**config.mk**
```make
export PLATFORM = sky130hd
export DESIGN_NAME = calc_disp
export DESIGN_NICKNAME = d
export VERILOG_FILES = /design/src/rtl/calc_disp_pkg.sv /design/src/rtl/calc_disp_hex7seg.sv /design/src/rtl/calc_disp.sv
export SDC_FILE = /design/constraint.sdc
export NUM_CORES = 1
export LEC_CHECK = 0
export CAP_MARGIN = 20
export CORE_AREA = 2 2 78 80
export CTS_CLUSTER_DIAMETER = 30
export DETAILED_ROUTE_END_ITERATION = 7
export DIE_AREA = 0 0 80 82
export MAX_ROUTING_LAYER = met4
export PLACE_DENSITY = 0.91
export SYNTH_ARGS = -nofsm -noshare
export SYNTH_HDL_FRONTEND = slang
export SYNTH_HIERARCHICAL = 1
export SYNTH_SLANG_ARGS = --single-unit
```
**constraint.sdc**
```tcl
create_clock -name clk -period 7.2 [get_ports clk]
set_clock_uncertainty 0.2 [all_clocks]
set_input_delay 1.08 -clock clk [delete_from_list [all_inputs] [get_ports clk]]
set_output_delay 1.08 -clock clk [all_outputs]
set_load 0.01 [all_outputs]
```
**src/rtl/calc_disp_pkg.sv**
```systemverilog
// Shared constants and types for the calculator display reader.
// Digit font, blanking constants and the digit index type live here so
// the scanner and the segment decoder agree on a single definition.
package calc_disp_pkg;

    localparam int NUM_DIGITS = 4;

    // Active-low "everything off" patterns for the segment and anode buses.
    localparam logic [6:0] SEG_OFF = 7'h7F;
    localparam logic [3:0] AN_OFF  = 4'hF;

    // Index of a digit slot within a scan frame, 0 = least significant.
    typedef logic [1:0] digit_idx_t;

    // Standard hex font, active-low, bit 0 = segment a .. bit 6 = segment g.
    localparam logic [6:0] HEX_FONT [0:15] = '{
        7'h40, 7'h79, 7'h24, 7'h30,
        7'h19, 7'h12, 7'h02, 7'h78,
        7'h00, 7'h10, 7'h08, 7'h03,
        7'h46, 7'h21, 7'h06, 7'h0E
    };

    // Active-low anode pattern that enables exactly the given digit.
    function automatic logic [3:0] digit_enable(input digit_idx_t idx);
        logic [3:0] onehot;
        onehot = 4'b0001 << idx;
        return ~onehot;
    endfunction

endpackage

```
**src/rtl/calc_disp_hex7seg.sv**
```systemverilog
// Combinational hex-to-7-segment decoder (active-low segments).
module hex7seg
    import calc_disp_pkg::*;
(
    input  logic [3:0] nibble,
    output logic [6:0] seg
);

    assign seg = HEX_FONT[nibble];

endmodule

```
**src/rtl/calc_disp.sv**
```systemverilog
// Four-digit multiplexed hex display reader for the calculator accumulator.
// A loaded value is held pending and only committed when the scan wraps
// from digit 3 back to digit 0, so no frame mixes old and new digits.
// Optional build macro: CALC_DISP_SIGNED_EN -- show negative values as a
// magnitude with the digit-3 decimal point lit as a minus sign.
module calc_disp
    import calc_disp_pkg::*;
#(
    parameter int REFRESH_DIV = 100000
) (
    input  logic        clk,
    input  logic        rst,
    input  logic [15:0] value_in,
    input  logic        load,
    input  logic        blank_lz,
    output logic [3:0]  an,
    output logic [6:0]  seg,
    output logic        dp,
    output logic        frame_done,
    output logic        pending
);

    localparam int                CNT_W    = $clog2(REFRESH_DIV);
    localparam logic [CNT_W-1:0]  DIV_LAST = CNT_W'(REFRESH_DIV - 1);

    logic [CNT_W-1:0] div_cnt;
    digit_idx_t       digit_idx;
    logic             scan_on;     // cleared by reset: first tick starts at digit 0
    logic [15:0]      disp_reg;
    logic [15:0]      pend_reg;

    logic             tick;
    logic             frame_wrap;
    logic             commit;
    digit_idx_t       idx_next;
    logic [15:0]      disp_next;
    logic [15:0]      show_value;
    logic [3:0]       nib_nz;
    logic [3:0]       nibble;
    logic [6:0]       font_seg;
    logic             blank_slot;
    logic [3:0]       an_next;
    logic [6:0]       seg_next;
    logic             dp_next;

    assign tick       = (div_cnt == DIV_LAST);
    // The wrap 3 -> 0 is the only point where a new value may enter the display.
    assign frame_wrap = tick && scan_on && (digit_idx == digit_idx_t'(NUM_DIGITS - 1));
    assign commit     = frame_wrap && pending;
    // Straight after reset the first tick shows digit 0 rather than advancing.
    assign idx_next   = scan_on ? digit_idx_t'(digit_idx + 2'd1) : digit_idx_t'(0);
    // Decode from the value that will be on screen after this edge, so
    // digit 0 of a new frame already uses the freshly committed value.
    assign disp_next  = commit ? pend_reg : disp_reg;

`ifdef CALC_DISP_SIGNED_EN
    logic negative;
    assign negative   = disp_next[15];
    // 0x8000 negates to itself, which displays as 8000 as intended.
    assign show_value = negative ? (16'h0000 - disp_next) : disp_next;
`else
    assign show_value = disp_next;
`endif

    // Per-nibble non-zero flags feed the leading-zero blanking test.
    generate
        for (genvar gi = 0; gi < NUM_DIGITS; gi++) begin : g_nz
            assign nib_nz[gi] = |show_value[4*gi +: 4];
        end
    endgenerate

    assign nibble = show_value[{idx_next, 2'b00} +: 4];

    hex7seg u_hex7seg (
        .nibble (nibble),
        .seg    (font_seg)
    );

    // Slot i (i>0) is blank when it and every more significant nibble are zero.
    assign blank_slot = blank_lz && (idx_next != digit_idx_t'(0))
                        && ((nib_nz >> idx_next) == 4'b0000);

    // Next-slot anode/segment/decimal-point pattern.
    always_comb begin
        an_next  = blank_slot ? AN_OFF  : digit_enable(idx_next);
        seg_next = blank_slot ? SEG_OFF : font_seg;
        dp_next  = 1'b1;
`ifdef CALC_DISP_SIGNED_EN
        // The digit-3 slot carries the minus sign, so it stays enabled
        // even when its digit is blanked.
        if (negative && (idx_next == digit_idx_t'(NUM_DIGITS - 1))) begin
            an_next = digit_enable(idx_next);
            dp_next = 1'b0;
        end
`endif
    end

    // Prescaler: one tick every REFRESH_DIV clocks.
    always_ff @(posedge clk or posedge rst) begin
        if (rst) begin
            div_cnt <= '0;
        end else if (tick) begin
            div_cnt <= '0;
        end else begin
            div_cnt <= div_cnt + 1'b1;
        end
    end

    // Digit scanner and registered display outputs, updated on each tick.
    always_ff @(posedge clk or posedge rst) begin
        if (rst) begin
            digit_idx <= '0;
            scan_on   <= 1'b0;
            an        <= AN_OFF;
            seg       <= SEG_OFF;
            dp        <= 1'b1;
        end else if (tick) begin
            digit_idx <= idx_next;
            scan_on   <= 1'b1;
            an        <= an_next;
            seg       <= seg_next;
            dp        <= dp_next;
        end
    end

    // Frame boundary pulse and commit of the pending value.
    always_ff @(posedge clk or posedge rst) begin
        if (rst) begin
            frame_done <= 1'b0;
            disp_reg   <= '0;
        end else begin
            frame_done <= frame_wrap;
            if (commit) begin
                disp_reg <= pend_reg;
            end
        end
    end

    // Pending capture: the last load wins; a load coinciding with a commit
    // keeps the value pending for the following frame.
    always_ff @(posedge clk or posedge rst) begin
        if (rst) begin
            pend_reg <= '0;
            pending  <= 1'b0;
        end else begin
            if (load) begin
                pend_reg <= value_in;
                pending  <= 1'b1;
            end else if (commit) begin
                pending  <= 1'b0;
            end
        end
    end

endmodule

```
======== Word level (Yosys, flattened, before mapping) ========
Memories as Yosys holds them, arrays and structs flattened.
Index checks and enable logic that the tools add are counted.
cells by class
  order comparisons ....................... 1
  equal/unequal tests ..................... 2
  muxes and demuxes ....................... 9
  bitwise operators ....................... 2
  reduce and logical (&&, ||, !) cells .... 12
  add/sub/neg operators ................... 2
  shift-type cells ........................ 3
operators with widths
  operator                                         number
  2-to-1 mux 7 bit                                 3
  adder 17 x 1 -> 17 bit, second input constant    1
  == test 17 bit, second input constant            1
  2-to-1 mux 17 bit                                1
  2-to-1 mux 16 bit                                1
  OR reduction 4 bit                               4
  indexed part select 16 x 5 -> 4 bit              1
  >= comparator 5 bit, second input constant       1
  logical AND 1 bit                                5
  inverter 4 -> 5 bit                              1
  logical NOT 4 bit                                1
  2-to-1 mux 4 bit                                 1
  inverter 4 bit                                   1
  nonzero test 2 bit                               2
  << shifter 1 x 2 -> 4 bit, first input constant  1
  right shift 4 x 2 -> 4 bit                       1
  adder 2 x 1 -> 2 bit, second input constant      1
  == test 2 bit, second input constant             1
  2-to-1 mux 1 bit                                 2
  2-to-1 mux 2 bit                                 1
storage, ports and cells
  bits of input ports ..................... 20
  flip-flop bits (word level) ............. 65
  memories ................................ 1
  word-level logic and storage cells ...... 41
  bits in read-only memories .............. 112
memory list
  name              words  bits a word  read ports  clocked after memory_dff  wr ports  line                    RTL
  (name not given)  16     7            1           0                         0         calc_disp_hex7seg.sv:9  assign seg = HEX_FONT[nibble];

======== Logic depth before layout (Yosys ltp) ========
  depth in word-level cells ............... 11
  gate-level depth with buffers ........... 13

======== By module ========
The synthesis kept the hierarchy.
modules (own cells, without submodules)
  module     area an instance (um^2)  instances  cells an instance
  calc_disp  3,121.7                  1          281
  hex7seg    262.8                    1          31

======== Worst setup path before layout ========
No wires, ideal clock.
  path type ............................... reg-to-reg
  start point ............................. reg div_cnt[8]
  end point ............................... reg seg[3]
  cell stages (with the launch flop) ...... 12
  setup time .............................. 78 ps
  arrival ................................. 3,179 ps
  clock period less this slack ............ 3,456 ps
  slack ................................... 3,744 ps
  data required time ...................... 6,922 ps
  buffers on the path ..................... 1
  path through ............................ dfrtp_1 -> or4b_4 -> nor4_4 -> nand2_2 -> clkbuf_1 -> mux2i_1 -> o22a_1 -> inv_1 -> ha_1 -> inv_1 -> mux4_1 -> o22a_2
on the way
  longest elaborated chain between the ends .. 11
  elaborated cells on any way between the ends .. 18
  classes of those cells .................. eq/ne: 1; shift: 2; mux: 4; bitwise: 1; reduce/logical: 9; memory: 1
ends and longest elaborated chain
  element                                               line                    RTL
  start: declaration                                    calc_disp.sv:26         logic [CNT_W-1:0] div_cnt;
  start signal: assignment                              calc_disp.sv:105        div_cnt <= div_cnt + 1'b1;
  == test 17 bit                                        calc_disp.sv:46         assign tick = (div_cnt == DIV_LAST);
  logical AND 1 bit (2 in series)                       calc_disp.sv:48         assign frame_wrap = tick && scan_on && (digit_idx == digit_idx_t'(NUM_DIGITS - 1));
  logical AND 1 bit                                     calc_disp.sv:49         assign commit = frame_wrap && pending;
  2-to-1 mux 16 bit                                     --
  indexed part select 16 x 5 -> 4 bit                   calc_disp.sv:72         assign nibble = show_value[{idx_next, 2'b00} +: 4];
  via nibble[0]                                         calc_disp.sv:39         logic [3:0] nibble;
  inverter 4 -> 5 bit (implied by the code)             calc_disp_hex7seg.sv:9
  memory read (16 x 7 bit)                              --
  2-to-1 mux 7 bit (implied by the code) (2 in series)  calc_disp_hex7seg.sv:9
  via font_seg[3]                                       calc_disp.sv:40         logic [6:0] font_seg;
  2-to-1 mux 7 bit                                      calc_disp.sv:86         seg_next = blank_slot ? SEG_OFF : font_seg;
  end signal: assignment                                calc_disp.sv:121        seg <= seg_next;
  end: declaration                                      calc_disp.sv:17         output logic [6:0] seg,
The timed path passes the listed nets, and every way through them passes these cells. The select of a mux whose other input is x is not followed.
A chain may end at the register's enable or synchronous reset.

======== Worst setup path in the final report ========
Ends and elaborated chain as after synthesis.

==> impl_metrics.ini <==
[synth]
count_of_state_elements_after_synthesis = 65
total_nets_after_synthesis = 341
portion_of_the_post_synthesis_area_used_by_sequential_elements = 0.485
ys_types = 57
synth.yosys.warnings = 6
postSynth.asyncResetShare = 1.00
syn_avg_cell_area_sq_um = 10.8
syn_inst = 312
mappedNetlistArea_sq_um = 3380
synth_top_flop_cell = sky130_fd_sc_hd__dfrtp_1
synth_edf_count = 0

[cts]
postCtsSetupBuffers = 0
clock_latency_ns = 0.34
clock-root-buffer = sky130_fd_sc_hd__clkbuf_8
cts_tree = yes
path_clk_slew_ns = 0.07
ctsHoldBuffers = 0
post_cts.resized_instances = 0
cts_sinks = 65
clk_path_buf_depth = 2
cts.htree.levels = 3
cts-buffers-inserted = 9

[global_routing]
grtUsageTotal = 0.240
antenna_violations_before_repair = 0
first_pass_grt_wire_length_mm = 11.7
grt_residual_overflow = 0
grt_max_degree = 66
via_count_of_the_first_global_routing_pass = 2495

[worst_setup_path]
critical_setup_path_kind = flop to flop
timing.critical_path.cells = or4b_4 > nor4_4 > buf_4 > nand2_2 > mux4_2 > o22a_1 > inv_1 > ha_1 > inv_1 > mux4_1 > o22a_2
path_common_cell = sky130_fd_sc_hd__inv_1
critPathSlowestCell = sky130_fd_sc_hd__or4b_4
cp_data_arrival_time_ns = 4.10
cp.required_ns = 7.27
total_buffers_and_inverters_traversed_by_the_critical_path = 3
critical_path_peak_fanout = 24
cp_slowest_stage_delay_ns = 0.59
critical_path.top_delay_family = simple AND/OR/NAND/NOR gates
worstSetupStartpointType = flop
critical_path.endpoint_type = flop

[layout]
filler_cell_count = 427
largest_register_ff_count = 17
design.final.nets = 373
total_area_of_multi_input_combinational_cells_sq_um = 1620
area.growth.synth_to_final_pct = 16.7
post_route_standard_cell_area_excluding_fillers_sq_um = 3950
seq_area_sq_um = 1640
n_antenna_cell = 0
final_layout_size_suffix_gt1_frac = 0.212

[place]
dp.final_hpwl_mm = 4.91
io_buffers = 32
final_weighted_congestion_in_routability_driven_placement = 0.978
post_dp_cell_area_sq_um = 3730

[flow_run]
drv.max_cap_violation_count = 0

[routing]
post-route-drc-count = 0
vias_per_cell = 5.95
route.final.wire_length_mm = 6.99
drtPass1Iterations = 4
wl_per_cell_um = 16.5
drt_first_iter_violations = 106
ant_nets = 0
number_of_vias_in_the_routed_layout = 2521

[timing]
timing.max_slew.rel_slack = 0.477
timing_worst_slew_pin_value_ns = 0.784
final-setup-viol-count = 0
finalCriticalPeriod_ns = 4.03
finalSetupTns_ns = 0
fmax_mhz = 248
report.final.hold_viol_count = 0
min_period_over_period = 0.560
grt_setup_unrepaired = false
drv_slew = 0

[power]
vdd_drop_max_mv = 0.160
clockPowerShare = 0.435
share_comb_of_total_power = 0.045
p_sw_mw = 0.159
power_report.internal_total_mw = 0.582
cellPowerDensity_nw_per_um2 = 188
sw_frac_of_total = 0.214
share_seq_of_total_power = 0.520
p_leak_nw = 1.76

[floorplanning]
core-area_sq_um = 5750
floorplan.io_pins = 34
die_x_um = 80
design.die.area_sq_um = 6560
start_util = 0.589
chipHeight_um = 82
row_count = 28

[status]
status = finished clean

[hold_path]
timing.hold.worst.class = flop to flop
stage by stage:
| stage | setup WS (ns) | hold WS (ns) | power, mW | cells | utilization |
|---|---|---|---|---|---|
| finish | 3.17 | 0.303 | 0.741 | 424 | 0.688 |
| global route | 2.95 | 0.317 | 0.770 | 424 | 0.688 |
| CTS | 3.17 | 0.298 | 0.750 | 424 | 0.688 |
| detailed placement | 3.20 | 0.279 | 0.426 | 408 | 0.650 |
| global placement | 3.32 | 0.269 | 0.424 | 408 | 0.650 |
| floorplan | 3.74 | 0.247 | 0.407 | 312 | - |
metal layers:
metal | part of all wire | vias up | global-route usage
li1 | - | 1170 | -
met1 | 0.42 | 1238 | 0.274
met2 | 0.50 | 88 | 0.405
met3 | 0.052 | 25 | 0.0637
met4 | 0.031 | 0 | 0.0949
met5 | 0 | - | -
area by class of cell:
cell class                 count  area share
clock buffer                  12      0.0418
clock inverter                 4      0.0127
inverter                      11      0.0105
multi-input combinational    222       0.409
sequential                    65       0.415
tap                           75      0.0238
timing repair buffer          35      0.0868
power groups by stage:
stage / logic (mW) / registers (mW) / clock network (mW)
floorplan: 0.0206 / 0.387 / 0
global placement: 0.0331 / 0.391 / 0
detailed placement: 0.0344 / 0.391 / 0
CTS: 0.0345 / 0.384 / 0.331
global route: 0.0373 / 0.386 / 0.347
finish: 0.0335 / 0.385 / 0.323
worst reg2reg max path, cell delays in order (launching register included):
cell	delay (ns)
sky130_fd_sc_hd__dfrtp_1	0.41
sky130_fd_sc_hd__or4b_4	0.59
sky130_fd_sc_hd__nor4_4	0.21
sky130_fd_sc_hd__buf_4	0.30
sky130_fd_sc_hd__nand2_2	0.32
sky130_fd_sc_hd__mux4_2	0.53
sky130_fd_sc_hd__o22a_1	0.29
sky130_fd_sc_hd__inv_1	0.19
sky130_fd_sc_hd__ha_1	0.19
sky130_fd_sc_hd__inv_1	0.06
sky130_fd_sc_hd__mux4_1	0.47
sky130_fd_sc_hd__o22a_2	0.19
worst paths after layout:
| kind | from | to | slack, ns | cells past startpoint |
|---|---|---|---|---|
| hold / removal | div_cnt[14] | div_cnt[14] | 0.30 | 1 |
| setup / recovery | div_cnt[8] | seg[3] | 3.17 | 11 |
| min in group asynchronous | rst | pend_reg[9] | 1.07 | 3 |
| max in group asynchronous | rst | div_cnt[4] | 5.20 | 3 |
| hold reg to reg | div_cnt[14] | div_cnt[14] | 0.30 | 1 |
| setup reg to reg | div_cnt[8] | seg[3] | 3.17 | 11 |
layout by cell type (no fill, tap or decap), types with 4 or more instances in the layout:
cell / n
sky130_fd_sc_hd__mux2i_1: 13
sky130_fd_sc_hd__a21oi_1: 4
sky130_fd_sc_hd__nor2_1: 13
sky130_fd_sc_hd__nand3_1: 9
sky130_fd_sc_hd__clkbuf_8: 12
sky130_fd_sc_hd__xnor2_1: 6
sky130_fd_sc_hd__ha_1: 9
sky130_fd_sc_hd__a211oi_1: 4
sky130_fd_sc_hd__and3_1: 6
sky130_fd_sc_hd__dfrtp_1: 54
sky130_fd_sc_hd__dfstp_2: 11
sky130_fd_sc_hd__inv_1: 9
sky130_fd_sc_hd__o22a_2: 6
sky130_fd_sc_hd__o21ai_0: 13
sky130_fd_sc_hd__mux2_2: 17
sky130_fd_sc_hd__o22ai_1: 8
sky130_fd_sc_hd__nand2_1: 52
sky130_fd_sc_hd__o22a_1: 4
sky130_fd_sc_hd__clkdlybuf4s50_1: 32
sky130_fd_sc_hd__xor2_1: 7
cells by family after synthesis:
kind of cell | synth area share
multiplexers | 0.116
flip-flops | 0.485
adder cells (fa/ha/maj) | 0.0333
XOR/XNOR | 0.0336
other | 0.00111
AND/OR/NAND/NOR | 0.189
AO/OA/AOI/OAI | 0.104
buffers and inverters | 0.0377
synth_stat cells (2+ instances only):
cell type	count	area (sq um)
sky130_fd_sc_hd__a211oi_1	4	30.0
sky130_fd_sc_hd__a21o_1	2	15.0
sky130_fd_sc_hd__a21oi_1	4	20.0
sky130_fd_sc_hd__and2_1	2	12.5
sky130_fd_sc_hd__and3_1	6	37.5
sky130_fd_sc_hd__buf_1	2	7.51
sky130_fd_sc_hd__buf_2	2	10.0
sky130_fd_sc_hd__clkbuf_1	6	22.5
sky130_fd_sc_hd__clkbuf_8	2	27.5
sky130_fd_sc_hd__dfrtp_1	54	1350
sky130_fd_sc_hd__dfstp_2	11	289
sky130_fd_sc_hd__ha_1	9	113
sky130_fd_sc_hd__inv_1	10	37.5
sky130_fd_sc_hd__mux2_2	17	191
sky130_fd_sc_hd__mux2i_1	13	130
sky130_fd_sc_hd__mux4_2	2	45.0
sky130_fd_sc_hd__nand2_1	52	195
sky130_fd_sc_hd__nand2b_1	3	18.8
sky130_fd_sc_hd__nand3_1	9	45.0
sky130_fd_sc_hd__nand4_1	3	18.8
sky130_fd_sc_hd__nand4bb_2	2	32.5
sky130_fd_sc_hd__nor2_1	13	48.8
sky130_fd_sc_hd__nor2b_1	3	18.8
sky130_fd_sc_hd__nor3_1	2	10.0
sky130_fd_sc_hd__nor4_4	2	42.5
sky130_fd_sc_hd__o21ai_0	13	65.1
sky130_fd_sc_hd__o22a_1	4	35.0
sky130_fd_sc_hd__o22a_2	6	60.1
sky130_fd_sc_hd__o22ai_1	8	50.1
sky130_fd_sc_hd__o2bb2ai_1	2	17.5
sky130_fd_sc_hd__or2_2	2	12.5
sky130_fd_sc_hd__or3_1	2	12.5
sky130_fd_sc_hd__or4_1	3	22.5
sky130_fd_sc_hd__or4_2	3	26.3
sky130_fd_sc_hd__xnor2_1	6	52.6
sky130_fd_sc_hd__xor2_1	7	61.3
Power figures use the tool's default switching activity.
